$ cat src/rtl/cache_line_fill_unit_if.sv
// Signal bundle between the line fill unit, cache_memory port 0 and the next memory level.
interface cache_line_fill_unit_if #(
  parameter int DATA_WIDTH     = 32,
  parameter int OFFSET_BITS    = 2,
  parameter int INDEX_BITS     = 8,
  parameter int ADDRESS_BITS   = 32,
  parameter int WAY_BITS       = 2,
  parameter int STATUS_BITS    = 2,
  parameter int COHERENCE_BITS = 2
) ();
  localparam int BLOCK_WIDTH = DATA_WIDTH * (2 ** OFFSET_BITS);
  localparam int TAG_BITS    = ADDRESS_BITS - OFFSET_BITS - INDEX_BITS;

  logic                                miss_start;
  logic [INDEX_BITS-1:0]               miss_index;
  logic [TAG_BITS-1:0]                 miss_tag;
  logic                                miss_write;
  logic [OFFSET_BITS-1:0]              miss_word;
  logic [DATA_WIDTH-1:0]               miss_wdata;
  logic [COHERENCE_BITS-1:0]           fill_coh;
  logic [WAY_BITS-1:0]                 victim_way;
  logic [TAG_BITS-1:0]                 victim_tag;
  logic [STATUS_BITS-1:0]              victim_status;
  logic [BLOCK_WIDTH-1:0]              victim_data;
  logic                                mem_req_valid;
  logic                                mem_req_ready;
  logic                                mem_req_write;
  logic [ADDRESS_BITS-1:0]             mem_req_addr;
  logic [BLOCK_WIDTH-1:0]              mem_req_data;
  logic                                mem_resp_valid;
  logic [BLOCK_WIDTH-1:0]              mem_resp_data;
  logic                                cache_write;
  logic [WAY_BITS-1:0]                 cache_way;
  logic [INDEX_BITS-1:0]               cache_index;
  logic [TAG_BITS-1:0]                 cache_tag;
  logic [STATUS_BITS+COHERENCE_BITS-1:0] cache_meta;
  logic [BLOCK_WIDTH-1:0]              cache_data;
  logic                                busy;
  logic                                done;

  modport slave (
    input  miss_start, miss_index, miss_tag, miss_write, miss_word, miss_wdata, fill_coh,
    input  victim_way, victim_tag, victim_status, victim_data,
    input  mem_req_ready, mem_resp_valid, mem_resp_data,
    output mem_req_valid, mem_req_write, mem_req_addr, mem_req_data,
    output cache_write, cache_way, cache_index, cache_tag, cache_meta, cache_data,
    output busy, done
  );

  modport master (
    output miss_start, miss_index, miss_tag, miss_write, miss_word, miss_wdata, fill_coh,
    output victim_way, victim_tag, victim_status, victim_data,
    output mem_req_ready, mem_resp_valid, mem_resp_data,
    input  mem_req_valid, mem_req_write, mem_req_addr, mem_req_data,
    input  cache_write, cache_way, cache_index, cache_tag, cache_meta, cache_data,
    input  busy, done
  );
endinterface

$ cat src/rtl/cache_line_fill_unit.sv
// Miss handler behind cache_memory port 0: optional dirty-victim writeback, line fill,
// store-word merge and a single-cycle install of the new line.
module cache_line_fill_unit #(
  parameter int DATA_WIDTH     = 32,
  parameter int OFFSET_BITS    = 2,
  parameter int INDEX_BITS     = 8,
  parameter int ADDRESS_BITS   = 32,
  parameter int WAY_BITS       = 2,
  parameter int STATUS_BITS    = 2,
  parameter int COHERENCE_BITS = 2
) (
  input logic                   clock,
  input logic                   reset,
  cache_line_fill_unit_if.slave bus
);
  localparam int WORDS       = 2 ** OFFSET_BITS;
  localparam int BLOCK_WIDTH = DATA_WIDTH * WORDS;
  localparam int TAG_BITS    = ADDRESS_BITS - OFFSET_BITS - INDEX_BITS;

  // state      | meaning
  // S_IDLE     | waiting for miss_start
  // S_WB_REQ   | writing the dirty victim line to memory
  // S_FILL_REQ | requesting the missing line
  // S_FILL_WAIT| waiting for fill data
  // S_UPDATE   | installing the line into cache_memory, done pulse
  typedef enum logic [2:0] {
    S_IDLE, S_WB_REQ, S_FILL_REQ, S_FILL_WAIT, S_UPDATE
  } state_e;

  state_e                    state_q, state_d;
  logic [INDEX_BITS-1:0]     index_q, index_d;
  logic [TAG_BITS-1:0]       tag_q, tag_d;
  logic                      write_q, write_d;
  logic [OFFSET_BITS-1:0]    word_q, word_d;
  logic [DATA_WIDTH-1:0]     wdata_q, wdata_d;
  logic [COHERENCE_BITS-1:0] coh_q, coh_d;
  logic [WAY_BITS-1:0]       way_q, way_d;
  logic [TAG_BITS-1:0]       vtag_q, vtag_d;
  logic [BLOCK_WIDTH-1:0]    vdata_q, vdata_d;
  logic [BLOCK_WIDTH-1:0]    fill_q, fill_d;

  logic                      victim_dirty;
  logic [BLOCK_WIDTH-1:0]    merged;
  logic [STATUS_BITS-1:0]    new_status;

  assign victim_dirty = bus.victim_status[STATUS_BITS-1] & bus.victim_status[0];

  always_comb begin
    merged = fill_q;
    for (int w = 0; w < WORDS; w++) begin
      if (write_q && (word_q == w[OFFSET_BITS-1:0])) begin
        merged[w*DATA_WIDTH +: DATA_WIDTH] = wdata_q;
      end
    end
    // A store merge leaves the freshly installed line dirty.
    new_status                = '0;
    new_status[STATUS_BITS-1] = 1'b1;
    new_status[0]             = write_q;
  end

  always_comb begin
    state_d = state_q;
    index_d = index_q;
    tag_d   = tag_q;
    write_d = write_q;
    word_d  = word_q;
    wdata_d = wdata_q;
    coh_d   = coh_q;
    way_d   = way_q;
    vtag_d  = vtag_q;
    vdata_d = vdata_q;
    fill_d  = fill_q;

    bus.mem_req_valid = 1'b0;
    bus.mem_req_write = 1'b0;
    bus.mem_req_addr  = '0;
    bus.mem_req_data  = '0;
    bus.cache_write   = 1'b0;
    bus.cache_way     = '0;
    bus.cache_index   = '0;
    bus.cache_tag     = '0;
    bus.cache_meta    = '0;
    bus.cache_data    = '0;
    bus.done          = 1'b0;
    bus.busy          = (state_q != S_IDLE);

    unique case (state_q)
      S_IDLE: begin
        if (bus.miss_start) begin
          index_d = bus.miss_index;
          tag_d   = bus.miss_tag;
          write_d = bus.miss_write;
          word_d  = bus.miss_word;
          wdata_d = bus.miss_wdata;
          coh_d   = bus.fill_coh;
          way_d   = bus.victim_way;
          vtag_d  = bus.victim_tag;
          vdata_d = bus.victim_data;
          state_d = victim_dirty ? S_WB_REQ : S_FILL_REQ;
        end
      end
      S_WB_REQ: begin
        bus.mem_req_valid = 1'b1;
        bus.mem_req_write = 1'b1;
        bus.mem_req_addr  = {vtag_q, index_q, {OFFSET_BITS{1'b0}}};
        bus.mem_req_data  = vdata_q;
        if (bus.mem_req_ready) state_d = S_FILL_REQ;
      end
      S_FILL_REQ: begin
        bus.mem_req_valid = 1'b1;
        bus.mem_req_addr  = {tag_q, index_q, {OFFSET_BITS{1'b0}}};
        if (bus.mem_req_ready) state_d = S_FILL_WAIT;
      end
      S_FILL_WAIT: begin
        if (bus.mem_resp_valid) begin
          fill_d  = bus.mem_resp_data;
          state_d = S_UPDATE;
        end
      end
      S_UPDATE: begin
        bus.cache_write = 1'b1;
        bus.cache_way   = way_q;
        bus.cache_index = index_q;
        bus.cache_tag   = tag_q;
        bus.cache_meta  = {new_status, coh_q};
        bus.cache_data  = merged;
        bus.done        = 1'b1;
        state_d         = S_IDLE;
      end
      default: state_d = S_IDLE;
    endcase
  end

  always_ff @(posedge clock) begin
    if (reset) begin
      state_q <= S_IDLE;
      index_q <= '0;
      tag_q   <= '0;
      write_q <= 1'b0;
      word_q  <= '0;
      wdata_q <= '0;
      coh_q   <= '0;
      way_q   <= '0;
      vtag_q  <= '0;
      vdata_q <= '0;
      fill_q  <= '0;
    end else begin
      state_q <= state_d;
      index_q <= index_d;
      tag_q   <= tag_d;
      write_q <= write_d;
      word_q  <= word_d;
      wdata_q <= wdata_d;
      coh_q   <= coh_d;
      way_q   <= way_d;
      vtag_q  <= vtag_d;
      vdata_q <= vdata_d;
      fill_q  <= fill_d;
    end
  end
endmodule
$ cat src/flat_wrapper.sv
// flat-port wrapper written by rule: the top's interface ports become plain ports
module cache_line_fill_unit_flat 
#(
  parameter int DATA_WIDTH     = 32,
  parameter int OFFSET_BITS    = 2,
  parameter int INDEX_BITS     = 8,
  parameter int ADDRESS_BITS   = 32,
  parameter int WAY_BITS       = 2,
  parameter int STATUS_BITS    = 2,
  parameter int COHERENCE_BITS = 2
)
  (clock, reset, bus_miss_start, bus_miss_index, bus_miss_tag, bus_miss_write, bus_miss_word, bus_miss_wdata, bus_fill_coh, bus_victim_way, bus_victim_tag, bus_victim_status, bus_victim_data, bus_mem_req_ready, bus_mem_resp_valid, bus_mem_resp_data, bus_mem_req_valid, bus_mem_req_write, bus_mem_req_addr, bus_mem_req_data, bus_cache_write, bus_cache_way, bus_cache_index, bus_cache_tag, bus_cache_meta, bus_cache_data, bus_busy, bus_done);
  cache_line_fill_unit_if #(.DATA_WIDTH(DATA_WIDTH), .OFFSET_BITS(OFFSET_BITS), .INDEX_BITS(INDEX_BITS), .ADDRESS_BITS(ADDRESS_BITS), .WAY_BITS(WAY_BITS), .STATUS_BITS(STATUS_BITS), .COHERENCE_BITS(COHERENCE_BITS)) bus_i ();
  input logic clock;
  input logic reset;
  input wire logic [$bits(bus_i.miss_start)-1:0] bus_miss_start;
  input wire logic [$bits(bus_i.miss_index)-1:0] bus_miss_index;
  input wire logic [$bits(bus_i.miss_tag)-1:0] bus_miss_tag;
  input wire logic [$bits(bus_i.miss_write)-1:0] bus_miss_write;
  input wire logic [$bits(bus_i.miss_word)-1:0] bus_miss_word;
  input wire logic [$bits(bus_i.miss_wdata)-1:0] bus_miss_wdata;
  input wire logic [$bits(bus_i.fill_coh)-1:0] bus_fill_coh;
  input wire logic [$bits(bus_i.victim_way)-1:0] bus_victim_way;
  input wire logic [$bits(bus_i.victim_tag)-1:0] bus_victim_tag;
  input wire logic [$bits(bus_i.victim_status)-1:0] bus_victim_status;
  input wire logic [$bits(bus_i.victim_data)-1:0] bus_victim_data;
  input wire logic [$bits(bus_i.mem_req_ready)-1:0] bus_mem_req_ready;
  input wire logic [$bits(bus_i.mem_resp_valid)-1:0] bus_mem_resp_valid;
  input wire logic [$bits(bus_i.mem_resp_data)-1:0] bus_mem_resp_data;
  output wire logic [$bits(bus_i.mem_req_valid)-1:0] bus_mem_req_valid;
  output wire logic [$bits(bus_i.mem_req_write)-1:0] bus_mem_req_write;
  output wire logic [$bits(bus_i.mem_req_addr)-1:0] bus_mem_req_addr;
  output wire logic [$bits(bus_i.mem_req_data)-1:0] bus_mem_req_data;
  output wire logic [$bits(bus_i.cache_write)-1:0] bus_cache_write;
  output wire logic [$bits(bus_i.cache_way)-1:0] bus_cache_way;
  output wire logic [$bits(bus_i.cache_index)-1:0] bus_cache_index;
  output wire logic [$bits(bus_i.cache_tag)-1:0] bus_cache_tag;
  output wire logic [$bits(bus_i.cache_meta)-1:0] bus_cache_meta;
  output wire logic [$bits(bus_i.cache_data)-1:0] bus_cache_data;
  output wire logic [$bits(bus_i.busy)-1:0] bus_busy;
  output wire logic [$bits(bus_i.done)-1:0] bus_done;
  assign bus_i.miss_start = bus_miss_start;
  assign bus_i.miss_index = bus_miss_index;
  assign bus_i.miss_tag = bus_miss_tag;
  assign bus_i.miss_write = bus_miss_write;
  assign bus_i.miss_word = bus_miss_word;
  assign bus_i.miss_wdata = bus_miss_wdata;
  assign bus_i.fill_coh = bus_fill_coh;
  assign bus_i.victim_way = bus_victim_way;
  assign bus_i.victim_tag = bus_victim_tag;
  assign bus_i.victim_status = bus_victim_status;
  assign bus_i.victim_data = bus_victim_data;
  assign bus_i.mem_req_ready = bus_mem_req_ready;
  assign bus_i.mem_resp_valid = bus_mem_resp_valid;
  assign bus_i.mem_resp_data = bus_mem_resp_data;
  assign bus_mem_req_valid = bus_i.mem_req_valid;
  assign bus_mem_req_write = bus_i.mem_req_write;
  assign bus_mem_req_addr = bus_i.mem_req_addr;
  assign bus_mem_req_data = bus_i.mem_req_data;
  assign bus_cache_write = bus_i.cache_write;
  assign bus_cache_way = bus_i.cache_way;
  assign bus_cache_index = bus_i.cache_index;
  assign bus_cache_tag = bus_i.cache_tag;
  assign bus_cache_meta = bus_i.cache_meta;
  assign bus_cache_data = bus_i.cache_data;
  assign bus_busy = bus_i.busy;
  assign bus_done = bus_i.done;
  cache_line_fill_unit #(.DATA_WIDTH(DATA_WIDTH), .OFFSET_BITS(OFFSET_BITS), .INDEX_BITS(INDEX_BITS), .ADDRESS_BITS(ADDRESS_BITS), .WAY_BITS(WAY_BITS), .STATUS_BITS(STATUS_BITS), .COHERENCE_BITS(COHERENCE_BITS)) u_core (.clock(clock), .reset(reset), .bus(bus_i));
endmodule
$ cat config.mk
export PLATFORM = sky130hd
export DESIGN_NAME = cache_line_fill_unit_flat
export DESIGN_NICKNAME = d
export VERILOG_FILES = /design/src/rtl/cache_line_fill_unit_if.sv /design/src/rtl/cache_line_fill_unit.sv /design/src/flat_wrapper.sv
export SDC_FILE = /design/constraint.sdc
export NUM_CORES = 1
export LEC_CHECK = 0
export ABC_AREA = 1
export CAP_MARGIN = 20
export CORE_AREA = 4 4 267 269
export DETAILED_ROUTE_END_ITERATION = 7
export DIE_AREA = 0 0 271 273
export SYNTH_ARGS = -nofsm -noshare
export SYNTH_HDL_FRONTEND = slang
export SYNTH_SLANG_ARGS = --single-unit
$ cat constraint.sdc
create_clock -name clock -period 1.85 [get_ports clock]
set_input_delay 0.37 -clock clock [delete_from_list [all_inputs] [get_ports clock]]
set_output_delay 0.37 -clock clock [all_outputs]
set_load 0.02 [all_outputs]
==> impl_metrics.json, run 1 <==
{
  "cts_tree": "done",
  "whs_ps": 393,
  "via_per_inst": 4.43,
  "die_w_um": 271,
  "max-vdd-ir-drop_uv": 726,
  "port-buffer-count": 680,
  "ys_seq_area_frac": 0.468,
  "start_kind": "flop",
  "die_y_um": 273,
  "worstHoldPathType": "primary input to flop",
  "ys_types": 23,
  "grt_max_degree": 60,
  "finalInstanceArea_sq_mm": 0.0253,
  "overflow": 0,
  "slew-limit-headroom": 0.607,
  "io_pins": 683,
  "status": "complete, but fails checks",
  "holdBufCountCts": 0,
  "crit_path_max_fanout": 11,
  "grt_antenna_before_repair": 8,
  "grt_pass1_wl_mm": 99.3,
  "crit_start": "u_core.state_q[0]",
  "syn_inst": 2070,
  "die-area_sq_mm": 0.0740,
  "dp_hpwl_mm": 52.5,
  "drv_cap": 0,
  "drt-total-wl_mm": 70.7,
  "clk_path_buf_depth": 3,
  "netlist_area_sq_mm": 0.0150,
  "cp-end-kind": "output pin",
  "setup_viol": 327,
  "first_pass_iters": 5,
  "p_per_area_mw_per_mm2": 1080,
  "finalMaxSlewViolations": 0,
  "cts_buffers": 42,
  "instances_no_fill": 3776,
  "worstReg2RegStart": "u_core.state_q[0]",
  "cts_sinks": 350,
  "hold_viol_final": 0,
  "path_class": "flop to output pin",
  "grt_pass1_vias": 15800,
  "clk_latency_ps": 560,
  "grt_usage": 0.174,
  "wl_per_cell_um": 18.7,
  "num_vias": 16700,
  "avgSynthCellArea_sq_um": 7.23,
  "finalCritPeriodShare": 1.27,
  "min_period_ps": 2360,
  "crit_required_ps": 1480,
  "p_leak_nw": 9.98,
  "dpl.cell_count": 3667,
  "dp_slack_ps": -692,
  "ys_warn_count": 0,
  "core_sq_mm": 0.0686,
  "ys_ff_latch": 350,
  "max_clock_freq_mhz": 424,
  "h-tree-depth": 2,
  "ant_nets": 0,
  "routabilityCongestion": 0.921,
  "final_layout_size_suffix_gt1_frac": 0.225,
  "placed_cell_area_sq_mm": 0.0238,
  "root_buffer": "clkbuf_16",
  "timing.final.ws_setup_ps": -507,
  "clkTransAtPathRegs_ps": 60,
  "std_cell_rows": 96,
  "critPathArrivalTime_ps": 1990,
  "syn2layout_area_growth_pct": 69.1,
  "tightest_slew_ps": 584,
  "worstHoldStart": "bus_mem_resp_data[87]",
  "finClkSkew_ps": 11.9,
  "layout.nets": 3160,
  "initial_core_util": 0.218,
  "drt_iter0_drc": 1136,
  "final_util": 0.369,
  "rsz0062_at_grt": "true",
  "violations": "negative setup slack",
  "drc": 0
}
[through the flow]
step / setup TNS (ps) / power, mW
2_1_floorplan: 0 / 14.1
3_3_place_gp: -105360 / 18.6
4_1_cts: -157190 / 27.3
5_1_grt: -160960 / 28.7
3_5_place_dp: -107940 / 18.7
6_report: -124220 / 27.2
[logic make-up (layout without fill, tap and decap cells)]
| family | count (synthesis) | count (layout) | synth area share |
|---|---|---|---|
| buf+inv | 508 | 1275 | 0.141 |
| simple gates | 270 | 270 | 0.0735 |
| compound gates | 941 | 941 | 0.317 |
| flops | 350 | 350 | 0.468 |
| other cells | 1 | 9 | 0.000251 |
[critical path: stages (launching register included)]
cell and delay (ps):
dfxtp_4 350, nor2_4 130, nand2_4 80, clkinv_8 100, bufbuf_16 280, o21ai_0 90
a21oi_1 190, buf_2 200
[state kept, by name, indices dropped and copies added, names as in the netlist]
| signal | count |
|---|---|
| u_core.word_q | 2 |
| u_core.vdata_q | 128 |
| u_core.index_q | 8 |
| u_core.write_q | 1 |
| u_core.tag_q | 22 |
| u_core.coh_q | 2 |
| u_core.way_q | 2 |
| u_core.vtag_q | 22 |
| u_core.wdata_q | 32 |
| u_core.fill_q | 128 |
| u_core.state_q | 3 |
[cells in the mapped netlist (all sizes together)]
library cell	n	area (sq um)
a21oi	475	2380
buf	96	566
clkbuf	85	323
conb	1	3.75
dfxtp	350	7010
inv	327	1230
nand2	47	186
nand3	40	205
nor2	182	698
nor3	1	10.0
o21ai	443	2220
o21bai	1	7.51
o22ai	22	138
[report_power, final]
part | total (mW) | switching (mW) | internal [mW] | leakage [nW]
registers | 9.80 | 0.731 | 9.07 | 2.87
clock network | 8.54 | 3.46 | 5.08 | 0.693
logic | 8.89 | 5.27 | 3.62 | 6.41
[cell usage in the layout, fill, tap and decap left out, types with 4 or more instances in the layout]
master,instances
a21oi_1,441
buf_16,5
nand3_1,36
buf_2,55
buf_6,32
nor2_2,4
clkbuf_2,31
clkbuf_16,53
inv_1,321
dlygate4sd2_1,34
o21ai_1,62
nor2_1,175
clkbuf_8,9
buf_12,39
o22ai_1,20
a21oi_2,32
o21ai_0,355
buf_4,297
diode_2,7
buf_8,4
clkdlybuf4s50_1,353
clkdlybuf4s15_2,8
dfxtp_1,344
clkinv_2,7
o21ai_2,19
nand2_1,43
clkbuf_1,8
o21ai_4,7
clkdlybuf4s15_1,4
[final cells by class]
class | count | area [sq um]
fill | 7227 | 43300
timing repair buffer | 872 | 8210
sequential | 350 | 7020
inverter | 327 | 1250
clock inverter | 14 | 135
antenna | 7 | 17.5
multi-input combinational | 1213 | 6230
tap | 931 | 1160
clock buffer | 62 | 1280
[worst paths after layout]
| kind | cells past startpoint | end | slack [ps] |
|---|---|---|---|
| setup / recovery | 7 | bus_cache_data[44] | -510 |
| hold reg to reg | 2 | u_core.vdata_q[106] | 450 |
| setup reg to reg | 7 | u_core.vdata_q[118] | 140 |
| hold / removal | 3 | u_core.fill_q[87] | 390 |
[metal layers]
metal | up-vias | GRT usage | wire (um)
li1 | 8286 | - | -
met1 | 7688 | 0.220 | 29800
met2 | 624 | 0.289 | 33100
met5 | - | 0 | 0
met4 | 0 | 0.0636 | 2240
met3 | 128 | 0.0440 | 5610
[repair_timing]
action | in CTS | in global routing
gates cloned | 6 | 11
endpoints found under the setup margin | 327 | 327
endpoints found under the hold margin | 0 | 0
setup buffers | 3 | 8
pin swaps | 2 | 4
resized for setup | 1046 | 423
Power figures use the tool's default switching activity.
==> inputs of run 2 (changes only) <==
--- a/config.mk
+++ b/config.mk
@@ -7,9 +7,11 @@
 export LEC_CHECK = 0
 export ABC_AREA = 1
 export CAP_MARGIN = 20
-export CORE_AREA = 4 4 267 269
+export CORE_AREA = 2 2 265 267
+export CTS_CLUSTER_SIZE = 14
 export DETAILED_ROUTE_END_ITERATION = 7
-export DIE_AREA = 0 0 271 273
+export DIE_AREA = 0 0 267 269
+export PLACE_DENSITY_LB_ADDON = 0.15
 export SYNTH_ARGS = -nofsm -noshare
 export SYNTH_HDL_FRONTEND = slang
 export SYNTH_SLANG_ARGS = --single-unit
==> run 2 against run 1 <==
Compared with the run above: the flow still finishes with violations (negative setup slack); combinational power increased by 59%; sequential power about the same; hold slack got worse by 13 ps; die area decreased by 2.9%; count of clock-buffer cells in the layout increased by 6; flip-flop and latch count unchanged; sequential share of layout area decreased by 4.5 points; first-iteration DRC count decreased by 14%; via count increased by 6.4%; routed wire length increased by 17%; clock power decreased by 0.8%.
==> impl_metrics.json, run 2 (same netlist as run 1, synthesis figures left out) <==
{
  "critPathArrivalTime_ps": 2080,
  "hold_viol_final": 0,
  "drv_cap": 0,
  "overflow": 0,
  "clk_path_buf_depth": 3,
  "grt_antenna_before_repair": 20,
  "p_leak_nw": 11.2,
  "worstHoldPathType": "primary input to flop",
  "clk_latency_ps": 580,
  "core_sq_mm": 0.0693,
  "crit_path_max_fanout": 7,
  "min_period_ps": 2450,
  "finClkSkew_ps": 12.1,
  "die_y_um": 269,
  "violations": "negative setup slack",
  "cts_tree": "done",
  "die-area_sq_mm": 0.0718,
  "crit_required_ps": 1480,
  "start_kind": "flop",
  "fill_cells": 6744,
  "status": "complete, but fails checks",
  "holdBufCountCts": 0,
  "syn2layout_area_growth_pct": 102,
  "cts_buffers": 45,
  "final_util": 0.436,
  "timing.final.ws_setup_ps": -601,
  "drt-total-wl_mm": 82.5,
  "cp_cell_sequence": "nor2_4 -> nand2_2 -> clkinv_4 -> buf_12 -> buf_12 -> buf_8 -> buf_6 -> o21ai_4 -> a21oi_2 -> buf_6",
  "finalMaxSlewViolations": 0,
  "setup_viol": 326,
  "final_common_cell": "a21oi_1",
  "layout_common_cells": "a21oi_1, clkdlybuf4s50_1, dfxtp_1, o21ai_0, inv_1",
  "slowest_delay_ps": 360,
  "grt_max_degree": 86,
  "rrSetupSlack_ps": 80,
  "grt_pass1_vias": 17100,
  "final.setup.tns_ps": -142920,
  "finalCritPeriodShare": 1.32,
  "die_w_um": 267,
  "initial_core_util": 0.216,
  "h-tree-depth": 2,
  "whs_ps": 381,
  "drt_iter0_drc": 975,
  "max_clock_freq_mhz": 408,
  "clkTransAtPathRegs_ps": 60,
  "routabilityCongestion": 0.897,
  "drc": 0,
  "finalPower_mw": 32.4,
  "grt_pass1_wl_mm": 111,
  "p_per_area_mw_per_mm2": 1070,
  "slowest_stage": "dfxtp_4",
  "worstReg2RegStart": "u_core.state_q[2]",
  "rsz0062_at_grt": "true",
  "max-vdd-ir-drop_uv": 969,
  "reg_top3": "u_core.fill_q (128), u_core.vdata_q (128), u_core.wdata_q (32)",
  "final_layout_size_suffix_gt1_frac": 0.360,
  "path_class": "flop to output pin",
  "ant_nets": 0,
  "wl_per_cell_um": 21.0,
  "layout.nets": 3301,
  "num_vias": 17800,
  "io_pins": 683,
  "cts_sinks": 350,
  "grt_usage": 0.208,
  "rr_endpoint": "u_core.vdata_q[88]",
  "std_cell_rows": 97,
  "multi_input_area_sq_mm": 0.00817,
  "root_buffer": "clkbuf_16",
  "regArea_sq_mm": 0.00702,
  "dpl.cell_count": 3663,
  "port-buffer-count": 680,
  "dp_hpwl_mm": 55.1,
  "reg2regPathDepth": 9,
  "first_pass_iters": 5,
  "via_per_inst": 4.53,
  "instances_no_fill": 3931,
  "cp-end-kind": "output pin",
  "worstSetupEndpoint": "bus_cache_data[40]",
  "crit_start": "u_core.state_q[0]"
}
## run 2: cell type report
cell class                      count  area share
Sequential cell                   350       0.232
Inverter                          327      0.0416
Multi-Input combinational cell   1215       0.270
Clock buffer                       68      0.0434
Clock inverter                     12     0.00294
Tap cell                          940      0.0389
Timing Repair Buffer             1008       0.370
Antenna cell                       11    0.000911
## run 2: timing repair
action                                  in CTS  in global routing
gates cloned                                27                 13
setup buffers                               92                 66
gates resized for setup                   1883                561
pin swaps                                   10                 24
endpoints found under the setup margin     327                387
## run 2: worst max-delay path: cells and delay by family (launching register included)
kind / cells / cell delay (ps)
DFF: 1 / 360
AOI/OAI and AO/OA: 2 / 200
and+or+nand+nor: 2 / 190
buffers and inverters: 6 / 730
## run 2: worst min path at each step
stage / cells past startpoint / to / slack (ps) / startpoint
6_report: 3 / u_core.fill_q[69] / 380 / bus_mem_resp_data[69]
3_3_place_gp: 2 / u_core.vdata_q[33] / 440 / u_core.vdata_q[33]
3_5_place_dp: 2 / u_core.vdata_q[47] / 440 / u_core.vdata_q[47]
2_1_floorplan: 2 / u_core.fill_q[0] / 430 / u_core.fill_q[0]
5_1_grt: 3 / u_core.fill_q[95] / 360 / bus_mem_resp_data[95]
4_1_cts: 3 / u_core.fill_q[69] / 350 / bus_mem_resp_data[69]
## run 2: per-layer routing
layer  up-vias  track usage  wire length (um)
met5         -            0               117
met4        18       0.0814              2810
met3       162       0.0512              5310
met2       572        0.350             40500
met1      8458        0.256             33800
li1       8584            -                 -
## run 2: through the flow
step           instance area [sq um]  setup slack (ps)
2_1_floorplan                  15000              2.29
3_3_place_gp                   23800              -543
3_5_place_dp                   23800              -523
4_1_cts                        27800              -653
5_1_grt                        30200              -675
6_report                       30200              -601
## run 2: power breakdown
group / switching [mW] / internal (mW)
Sequential: 0.756 / 9.07
Clock: 3.58 / 4.89
Combinational: 7.82 / 6.32
Total: 12.2 / 20.3
